--- config.mk ---
export PLATFORM = sky130hd
export DESIGN_NAME = call_stack
export DESIGN_NICKNAME = d
export VERILOG_FILES = /design/src/rtl/call_stack.sv
export SDC_FILE = /design/constraint.sdc
export NUM_CORES = 1
export LEC_CHECK = 0
export CAP_MARGIN = 20
export CORE_MARGIN = 8
export CORE_UTILIZATION = 55
export CTS_CLUSTER_SIZE = 20
export DETAILED_ROUTE_END_ITERATION = 10
export PLACE_DENSITY = 0.82
export SYNTH_ARGS = -nofsm -noshare
export SYNTH_HDL_FRONTEND = slang
export SYNTH_SLANG_ARGS = --single-unit
--- constraint.sdc ---
create_clock -name clk -period 3.1 [get_ports clk]
set_input_delay 0.62 -clock clk [delete_from_list [all_inputs] [get_ports clk]]
set_output_delay 0.62 -clock clk [all_outputs]
set_load 0.05 [all_outputs]
--- src/rtl/call_stack.sv ---
// call_stack: return-address stack for the control unit.
//   Holds DEPTH = 2**DEPTH_LOG2 program addresses and presents the current
//   top entry with no read latency. CALL pushes a return address, RET pops;
//   a simultaneous push and pop replaces the top entry in place.
// Ports:
//   clk        rising-edge clock
//   rst        asynchronous active-high reset
//   push       store push_addr as new top this cycle
//   pop        remove current top this cycle
//   push_addr  return address to store (AW bits)
//   top        current top entry, zero when empty
//   sp         entry count 0..DEPTH (DEPTH_LOG2+1 bits)
//   empty      sp == 0
//   full       sp == DEPTH
//   overflow   one-cycle pulse: push rejected because full
//   underflow  one-cycle pulse: pop rejected because empty
// Optional feature (macro CALL_STACK_STICKY_ERR_EN):
//   err_clr    clears err_sticky when sampled high on an edge
//   err_sticky latched flag set by any overflow/underflow event
module call_stack #(
  parameter int AW         = 8,
  parameter int DEPTH_LOG2 = 3
) (
  input  logic                  clk,
  input  logic                  rst,
  input  logic                  push,
  input  logic                  pop,
  input  logic [AW-1:0]         push_addr,
  output logic [AW-1:0]         top,
  output logic [DEPTH_LOG2:0]   sp,
  output logic                  empty,
  output logic                  full,
  output logic                  overflow,
  output logic                  underflow
`ifdef CALL_STACK_STICKY_ERR_EN
  ,
  input  logic                  err_clr,
  output logic                  err_sticky
`endif
);

  localparam int DEPTH = 2 ** DEPTH_LOG2;
  localparam logic [DEPTH_LOG2:0] DEPTH_CNT = (DEPTH_LOG2 + 1)'(DEPTH);
  localparam logic [DEPTH_LOG2:0] ONE       = (DEPTH_LOG2 + 1)'(1);

  logic [AW-1:0]         mem [DEPTH];
  logic [DEPTH_LOG2:0]   sp_reg;
  logic                  overflow_reg;
  logic                  underflow_reg;

  logic [DEPTH_LOG2:0]   sp_m1;
  logic [DEPTH_LOG2-1:0] top_idx;
  logic [DEPTH_LOG2-1:0] wr_idx;
  logic                  replace;
  logic                  do_push;
  logic                  do_pop;
  logic                  wr_en;
  logic                  ov_evt;
  logic                  un_evt;

  assign sp_m1   = sp_reg - ONE;
  assign top_idx = sp_m1[DEPTH_LOG2-1:0];

  assign empty = (sp_reg == '0);
  assign full  = (sp_reg == DEPTH_CNT);
  assign sp    = sp_reg;
  assign top   = empty ? '0 : mem[top_idx];

  // push&pop on a non-empty stack overwrites the top entry (even when full).
  // push&pop on an empty stack falls through to an ordinary push.
  assign replace = push & pop & ~empty;
  assign do_push = push & ~replace & ~full;
  assign do_pop  = pop & ~push & ~empty;
  assign ov_evt  = push & ~pop & full;
  assign un_evt  = pop & ~push & empty;

  assign wr_en  = replace | do_push;
  assign wr_idx = replace ? top_idx : sp_reg[DEPTH_LOG2-1:0];

  // Entry storage is deliberately never cleared; sp alone defines validity.
  always_ff @(posedge clk) begin
    if (wr_en) begin
      mem[wr_idx] <= push_addr;
    end
  end

  always_ff @(posedge clk or posedge rst) begin
    if (rst) begin
      sp_reg        <= '0;
      overflow_reg  <= 1'b0;
      underflow_reg <= 1'b0;
    end else begin
      overflow_reg  <= ov_evt;
      underflow_reg <= un_evt;
      if (do_push) begin
        sp_reg <= sp_reg + ONE;
      end else if (do_pop) begin
        sp_reg <= sp_m1;
      end
    end
  end

  assign overflow  = overflow_reg;
  assign underflow = underflow_reg;

`ifdef CALL_STACK_STICKY_ERR_EN
  logic sticky_reg;

  // A new error on the same edge as err_clr keeps the flag set.
  always_ff @(posedge clk or posedge rst) begin
    if (rst) begin
      sticky_reg <= 1'b0;
    end else if (ov_evt | un_evt) begin
      sticky_reg <= 1'b1;
    end else if (err_clr) begin
      sticky_reg <= 1'b0;
    end
  end

  assign err_sticky = sticky_reg;
`endif

endmodule

==> results.txt, run 1 <==
For the pin with the worst max-slew slack, the measured transition is 697 ps. The wire length reported by the detailed router came out at 6820 µm. The library cells used most frequently in the layout, excluding fill and tap cells, are 64 x edfxtp_1, 28 x buf_4, 23 x o21ai_0, 17 x clkdlybuf4s50_1, 15 x nand2_1. The floorplan die height came out at 91.0 µm. The data arrival time of the critical path is ~2300 ps.

The worst-skew pair later-pin latency is 340 ps. The per-instance average area after synthesis came out at around 16 µm². The library cell used most frequently in the layout, excluding fill and tap cells, is edfxtp_1. The post-route cell area is 3860 µm².

The total of flip-flops plus latches after synthesis came out at 70. Global routing consumed, over all layers together, 17.5% of the routing resources. For this design the static power due to leakage is 1.39 nW.

Dividing the detail-routed wire length by the instance count gives 21.3 µm. The register with the most flip-flops in the layout has 64 of them. The number of global-route vias before repair is 1,914.

The critical path in this run is classified as reg2out. Counting both buffers and inverters, the worst setup path holds a total of 3. The number of buffers created by CTS came out at 9. The worst clock skew is roughly 4.4 ps. The largest total area in the synthesized netlist belongs to edfxtp_1.

After synthesis, flip-flops and latches occupy 67.0% of the total area. The final clock period utilization by the worst path came out at around 93%. The clock edge transition at the registers on the reported setup and hold paths is 80 ps. Traced cell by cell, the critical path runs through inv_1 > ha_2 > buf_12 > mux4_1 > o21ai_0 > nand2_1 > buf_12. The first detailed-routing pass took 4 iterations. The endpoint identified for the worst register-to-register timing path is mem[1][4]$_DFFE_PP_.

The post-synthesis to final-layout area growth came out at 24.9%. The worst setup path is captured at an output pin. The most used flip-flop cell after synthesis is edfxtp_1. The core region area is around 5500 µm². Summed over all nets, the half-perimeter wirelength after detailed placement is between 4000 and 5000 µm.

The number of max-capacitance violations reported is 0. The sink count of the clock tree came out at 70. STA classifies the critical path startpoint as a register. After clock tree synthesis, the flow added hold-fix buffers numbering 0. The number of top-level design ports is 28. The required time at the endpoint of the critical path is 2480 ps. The number of input and output port buffers inserted is 27. TritonCTS built the clock tree.

The final net count came out at 257. The floorplan has 27 rows. Once detail routing completed, the nets flagged for antenna violations numbered 0. The number of standard cells after synthesis came out at 193. The maximum buffer depth of the clock tree came out at 2.

The residual DRC count is 0. The worst path in the final design needs a cycle of about 2900 ps, including I/O delays and setup. The path type of the worst min-delay path is in2async. The flow ran to the end, and the final reports show no timing, DRC or antenna violations. The cell sitting at the root of the clock tree is a clkbuf_8. The final RePlAce weighted congestion came out at 0.821. The effective utilization at floorplan came out at a little under three fifths. Among cell families on the critical path, the largest total delay comes from adder cells.

Measured in cells, the most critical reg-to-reg path has a length of 8. The peak ir drop on the vdd network is between 0.0007 and 0.0008 V. Timing would allow up to 0.348 GHz.

The tightest hold path in the finished design has a slack of around 500 ps. The total overflow reported by the global router came out at 0. The synthesized netlist net count came out at 207. Yosys attributes the largest share of cell area to edfxtp_1 62%, mux4_1 9.3%, dfrtp_1 4.9%, o21ai_0 3.7%, mux4_2 3.6%.

Setup repair after global routing left no endpoint under its margin. The minimum setup slack in the final design is 223 ps. The H-tree depth came out at 3. The share of final-layout standard cells stronger than drive strength 1 came out at 24.2%. Counting stages on the worst path, the most repeated cell is buf_12. Counting flops with an async set or reset pin after synthesis yields a share of 8.57%. The first routing iteration left between 150 and 200 violations.

The count of flip-flops with a built-in enable after synthesis came out at 64. The number of pins with negative max-slew slack in the final report came out at 0. The synthesized design devotes to its leading area cell type 62.1% of total area. The die covers 8280 µm².

The number of unique standard cell types used by synthesis is 36. Measured against its own limit, the worst slew margin works out to 53.2%. The count of antenna diodes in the layout is 0. The post-CTS repair timing setup buffer count is 0. The maximum net fanout on the critical path came out at 14. The count of final hold-check violations is 0. Dividing total power by cell area gives a power density of 1160 nW/µm². The worst slack after detailed placement is 177 ps. The number of antenna violations at the first check in global routing came to 0. Across all register-to-register paths, the minimum setup slack is 610 ps. The netlist area before placement came out at between 3000 and 4000 µm². Yosys printed 0 warnings.

The total number of vias came out at 1,919. The startpoint identified for the worst register-to-register timing path is sp[0]$_DFFE_PP0P_. After detailed routing, the number of vias per cell comes to between 5 and 6.

The post-CTS resize count is 0. The final setup violation count is 0. In this run the cell area measured after placement is 3630 µm². The largest single stage delay on the critical path is 480 ps. The first-pass GRT wire length came out at 10,800 µm.

The largest net degree at the start of global routing came out at 26. The slowest stage of the critical path is the ha_2 cell. The die width came out at 91.0 µm.
-- synthesized netlist by cell type (all sizes together), types with 3 or more instances --
cell and number:
edfxtp 64, o21ai 25, mux4 16, nand2 15, buf 13, nor3 11, dfrtp 6, a21oi 4
inv 4, and2 3, nor2b 3, nor3b 3
-- power breakdown --
part	leakage, nW	switching, W	internal (W)
clock network	0.112	0.000358	0.000465
registers	0.657	0.0000550	0.00119
logic	0.624	0.00142	0.000992
-- cell families (layout without fill, tap and decap cells) --
family / after synthesis / count (layout) / share of synthesized area, %
mux: 17 / 17 / 13.3
xor+xnor: 2 / 2 / 0.566
flops: 70 / 70 / 67.0
buf+inv: 17 / 72 / 3.07
fa+ha+maj: 2 / 2 / 0.809
compound gates: 41 / 41 / 7.89
simple gates: 44 / 44 / 7.36
-- routing by layer --
metal	GRT usage, %	vias to the layer above	share of wire [%]
met3	6.58	6	9.9
met5	0	-	0
met1	23.0	941	40
met2	26.2	98	49
met4	5.87	0	0.84
li1	-	874	-
-- layout make-up --
type / instances / area (µm²)
inverter: 4 / 15.0
clock inverter: 7 / 105
clock buffer: 9 / 124
multi-input combinational: 106 / 937
timing repair buffer: 52 / 520
tap: 72 / 90.1
sequential: 70 / 2070
fill: 359 / 1610
-- per-stage QoR --
step	utilization (%)	TNS (ps)	power [W]	instances
4_1_cts	70.5	0	0.00450	320
3_5_place_dp	66.3	0	0.00366	304
6_report	70.6	0	0.00448	320
2_1_floorplan	-	-658	0.00275	193
5_1_grt	70.6	0	0.00470	320
3_3_place_gp	66.0	0	0.00361	302
-- worst max path at each step --
| stage | from | slack (ps) | cells past startpoint | to |
|---|---|---|---|---|
| after global routing | sp[0]$_DFFE_PP0P_ | 80 | 7 | top[1] |
| after detailed placement | pop | 180 | 6 | mem[1][2]$_DFFE_PP_ |
| after floorplan | sp[0]$_DFFE_PP0P_ | -40 | 8 | mem[2][0]$_DFFE_PP_ |
| after global placement | pop | 30 | 5 | mem[0][7]$_DFFE_PP_ |
| final | sp[0]$_DFFE_PP0P_ | 220 | 7 | top[4] |
| after CTS | sp[0]$_DFFE_PP0P_ | 110 | 7 | top[1] |
-- worst reg2reg max path, stage by stage (launching register included) --
cell,delay (ps)
dfrtp_1,390
inv_1,120
ha_2,240
buf_4,170
nand3_1,70
nand2_1,100
o21ai_0,190
nor3_1,630
buf_4,280
Note: power is estimated with default switching activity, not from simulation.
==> run 2: changes to the inputs <==
--- a/config.mk
+++ b/config.mk
@@ -7,10 +7,11 @@
 export LEC_CHECK = 0
 export CAP_MARGIN = 20
 export CORE_MARGIN = 8
-export CORE_UTILIZATION = 55
+export CORE_UTILIZATION = 51
 export CTS_CLUSTER_SIZE = 20
 export DETAILED_ROUTE_END_ITERATION = 10
-export PLACE_DENSITY = 0.82
+export HOLD_SLACK_MARGIN = 0.05
+export PLACE_DENSITY = 0.8
 export SYNTH_ARGS = -nofsm -noshare
 export SYNTH_HDL_FRONTEND = slang
 export SYNTH_SLANG_ARGS = --single-unit
==> constraint.sdc (replaced) <==
create_clock -name clk -period 2.35 [get_ports clk]
set_input_delay 0.47 -clock clk [delete_from_list [all_inputs] [get_ports clk]]
set_output_delay 0.47 -clock clk [all_outputs]
set_load 0.05 [all_outputs]
==> run 2 against run 1 <==
The flow now finishes with violations (setup timing). Via count down 0.73%. Worst setup slack worse by 290 ps. Sequential share of layout area decreased by 4.3 points. Final cell count is 3.4% higher. Die area grew 6.4%. Cell area increased by 8.8%. Utilization rose by 0.83 points. First-iteration DRC count down 15%. Worst hold slack got worse by 150 ps. Global-route usage decreased by 0.54 points. Non-clock buffer count grew 8.
==> results.txt, run 2 (synthesis gave the netlist of run 1 again) <==
The data arrival time of the critical path is slightly below 2000 ps. The floorplan die height is 93.9 µm. The top achievable clock speed is 0.414 GHz.

Signal routing reaches up to met4. The critical path is of the reg2out type. The first-pass GRT wire length came out at 10,900 µm. The sink count of the clock tree came out at 70. The number of buffers created by CTS came out at 9. The average wire per standard cell came out at between 20 and 25 µm. The sort of element at the end of the critical path is an output pin.

The detailed placer's ending HPWL came out at 4400 µm. The number of antenna violations at the first check in global routing is 0. The flow ran to the end, but the final reports show violations. In the global route stage, overall resource usage came out at between 10% and 20%.

The worst-skew pair later-pin latency is 340 ps. The routed design has a little under 7000 µm of wire. CTS placed an instance of clkbuf_8 at the clock tree root.

Leaving out fill and tap cells, the most frequent cells in the layout are 64 x edfxtp_1, 26 x buf_4, 16 x clkdlybuf4s50_1, 15 x o21ai_2, 15 x buf_12. The library cell used most frequently in the layout, excluding fill and tap cells, is edfxtp_1. The number of top-level design ports came out at 28. The maximum buffer depth of the clock tree is 2. The total overflow reported by the global router came out at 0. The number of buffers inserted by hold repair at cts is 0.

Setup repair after global routing could not meet its margin everywhere. Entering global routing, the biggest net connects 14 pins. The die outline area is 8810 µm². The required time at the endpoint of the critical path is between 1500 and 2000 ps. The TritonCTS clock tree is yes.

The count of nets left with antenna violations once routing finished came out at 0. The count of routing violations after the opening detailed-route iteration came out at 139. On the final layout, the worst clock skew is 14.7 ps. For this block, the via count after detailed routing is approximately 1,900.

The routed length on met3 came out at 285 µm. The register with the most flip-flops in the layout has 64 of them. The floorplan step defined a core boundary enclosing ~5900 µm². STA classifies the critical path startpoint as a register. Counting I/O delays and the setup requirement, the final critical path takes 2420 ps. The die width came out at 93.9 µm.

The number of global-route vias before repair was 1,996. The path type of the worst min-delay path is in2async. The share of final-layout standard cells stronger than drive strength 1 came out at between 40 and 50%. The clock edge transition at the registers on the reported setup and hold paths is 80 ps. Max-cap violations in this run came to 0. The maximum net fanout on the critical path came out at 11.

The minimum setup slack in the final design came out at -65.2 ps. The checks that failed: setup timing. The met1 wire length is 2820 µm. The initial utilization of the core area, before any placement, comes to 52.6%. For this run, the detailed router's first-pass iteration total came to 4.

The number of fillers in the final layout came out at 357. For this run, design rule violations remaining after detail routing come to 0. At the end of routability-driven placement, the weighted congestion stood at 0.816. The routed via count divided by cell count came out at 5.76. The count of final hold-check violations came out at 0. The post-synthesis to final-layout area growth came out at 35.9%. The number of rows in the core area is 28. The number of input and output port buffers inserted is 27.

The final setup violation count came out at 8. The number of pins with negative max-slew slack in the final report is 0. The number of antenna diodes in the final layout is 0. The final core utilization is 71.4%. The H-tree depth is 3. The pin slew with the least headroom to its limit came out at between 700 and 800 ps. After the last flow step, the layout net total stands at 265. The length of routed met2 wiring is roughly 3500 µm.

The worst-case headroom to the max-slew limit came out at 48.2%. Dividing the final minimum period by the clock period gives 103%.
## run 2: cell count changes in the layout (fill, tap and decap cells not counted), sizes merged
| cell | change |
|---|---|
| buf | +9 |
| bufinv | -1 |
| clkbuf | +2 |
| clkdlybuf4s50 | -1 |
| clkinvlp | +1 |
| inv | -2 |
## run 2: worst paths after layout
| path | start | to | slack, ps | cells past startpoint |
|---|---|---|---|---|
| worst max-delay path | sp[0]$_DFFE_PP0P_ | top[7] | -70 | 7 |
| worst min-delay path | rst | sp[3]$_DFFE_PP0P_ | 350 | 2 |
| worst min register to register | sp[1]$_DFFE_PP0P_ | sp[3]$_DFFE_PP0P_ | 620 | 2 |
| worst max register to register | sp[0]$_DFFE_PP0P_ | mem[7][4]$_DFFE_PP_ | 90 | 8 |
| min in group clk | sp[1]$_DFFE_PP0P_ | sp[3]$_DFFE_PP0P_ | 620 | 2 |
| max in group asynchronous | rst | sp[0]$_DFFE_PP0P_ | 1770 | 2 |
## run 2: timing repair
action,CTS,global route
setup endpoints to repair,8,58
setup buffers,5,4
resized for setup,23,16
gates cloned,1,0
pin swaps,3,2
## run 2: cell type report
class / count / area [µm²] / area share, %
clock buffer: 11 / 131 / 3.13
clock inverter: 5 / 58.8 / 1.40
inverter: 4 / 20.0 / 0.476
multi-input combinational: 106 / 1120 / 26.5
sequential: 70 / 2070 / 49.3
tap: 75 / 93.8 / 2.23
timing repair buffer: 60 / 709 / 16.9
## run 2: per-stage QoR
stage,worst slack (ps),setup TNS [ps],hold slack [ps],cell area [µm²],cells
after floorplan,-250,-12760,261,3250,193
after global placement,-30.6,-639,595,3830,305
after detailed placement,-52.3,-1340,610,3830,305
after CTS,-69.6,-472,344,4140,327
after global routing,-117,-791,378,4200,331
final,-65.2,-272,350,4200,331
## run 2: critical path: stages, from the launching register on
cell and delay, ps:
dfrtp_2 460, inv_6 60, ha_4 290, buf_12 140, mux4_1 280, o21ai_1 140, nand2_2 90, buf_12 150
## run 2: routing by layer
layer	vias to the layer above	GRT usage [%]
met2	47	26.8
met3	16	3.60
met5	-	0
met4	0	10.4
met1	951	20.8
li1	891	-
Power of run 2 is left out: the tool's default activity adds up to more than one toggle a clock period on the data nets, which glitch-free logic cannot reach.
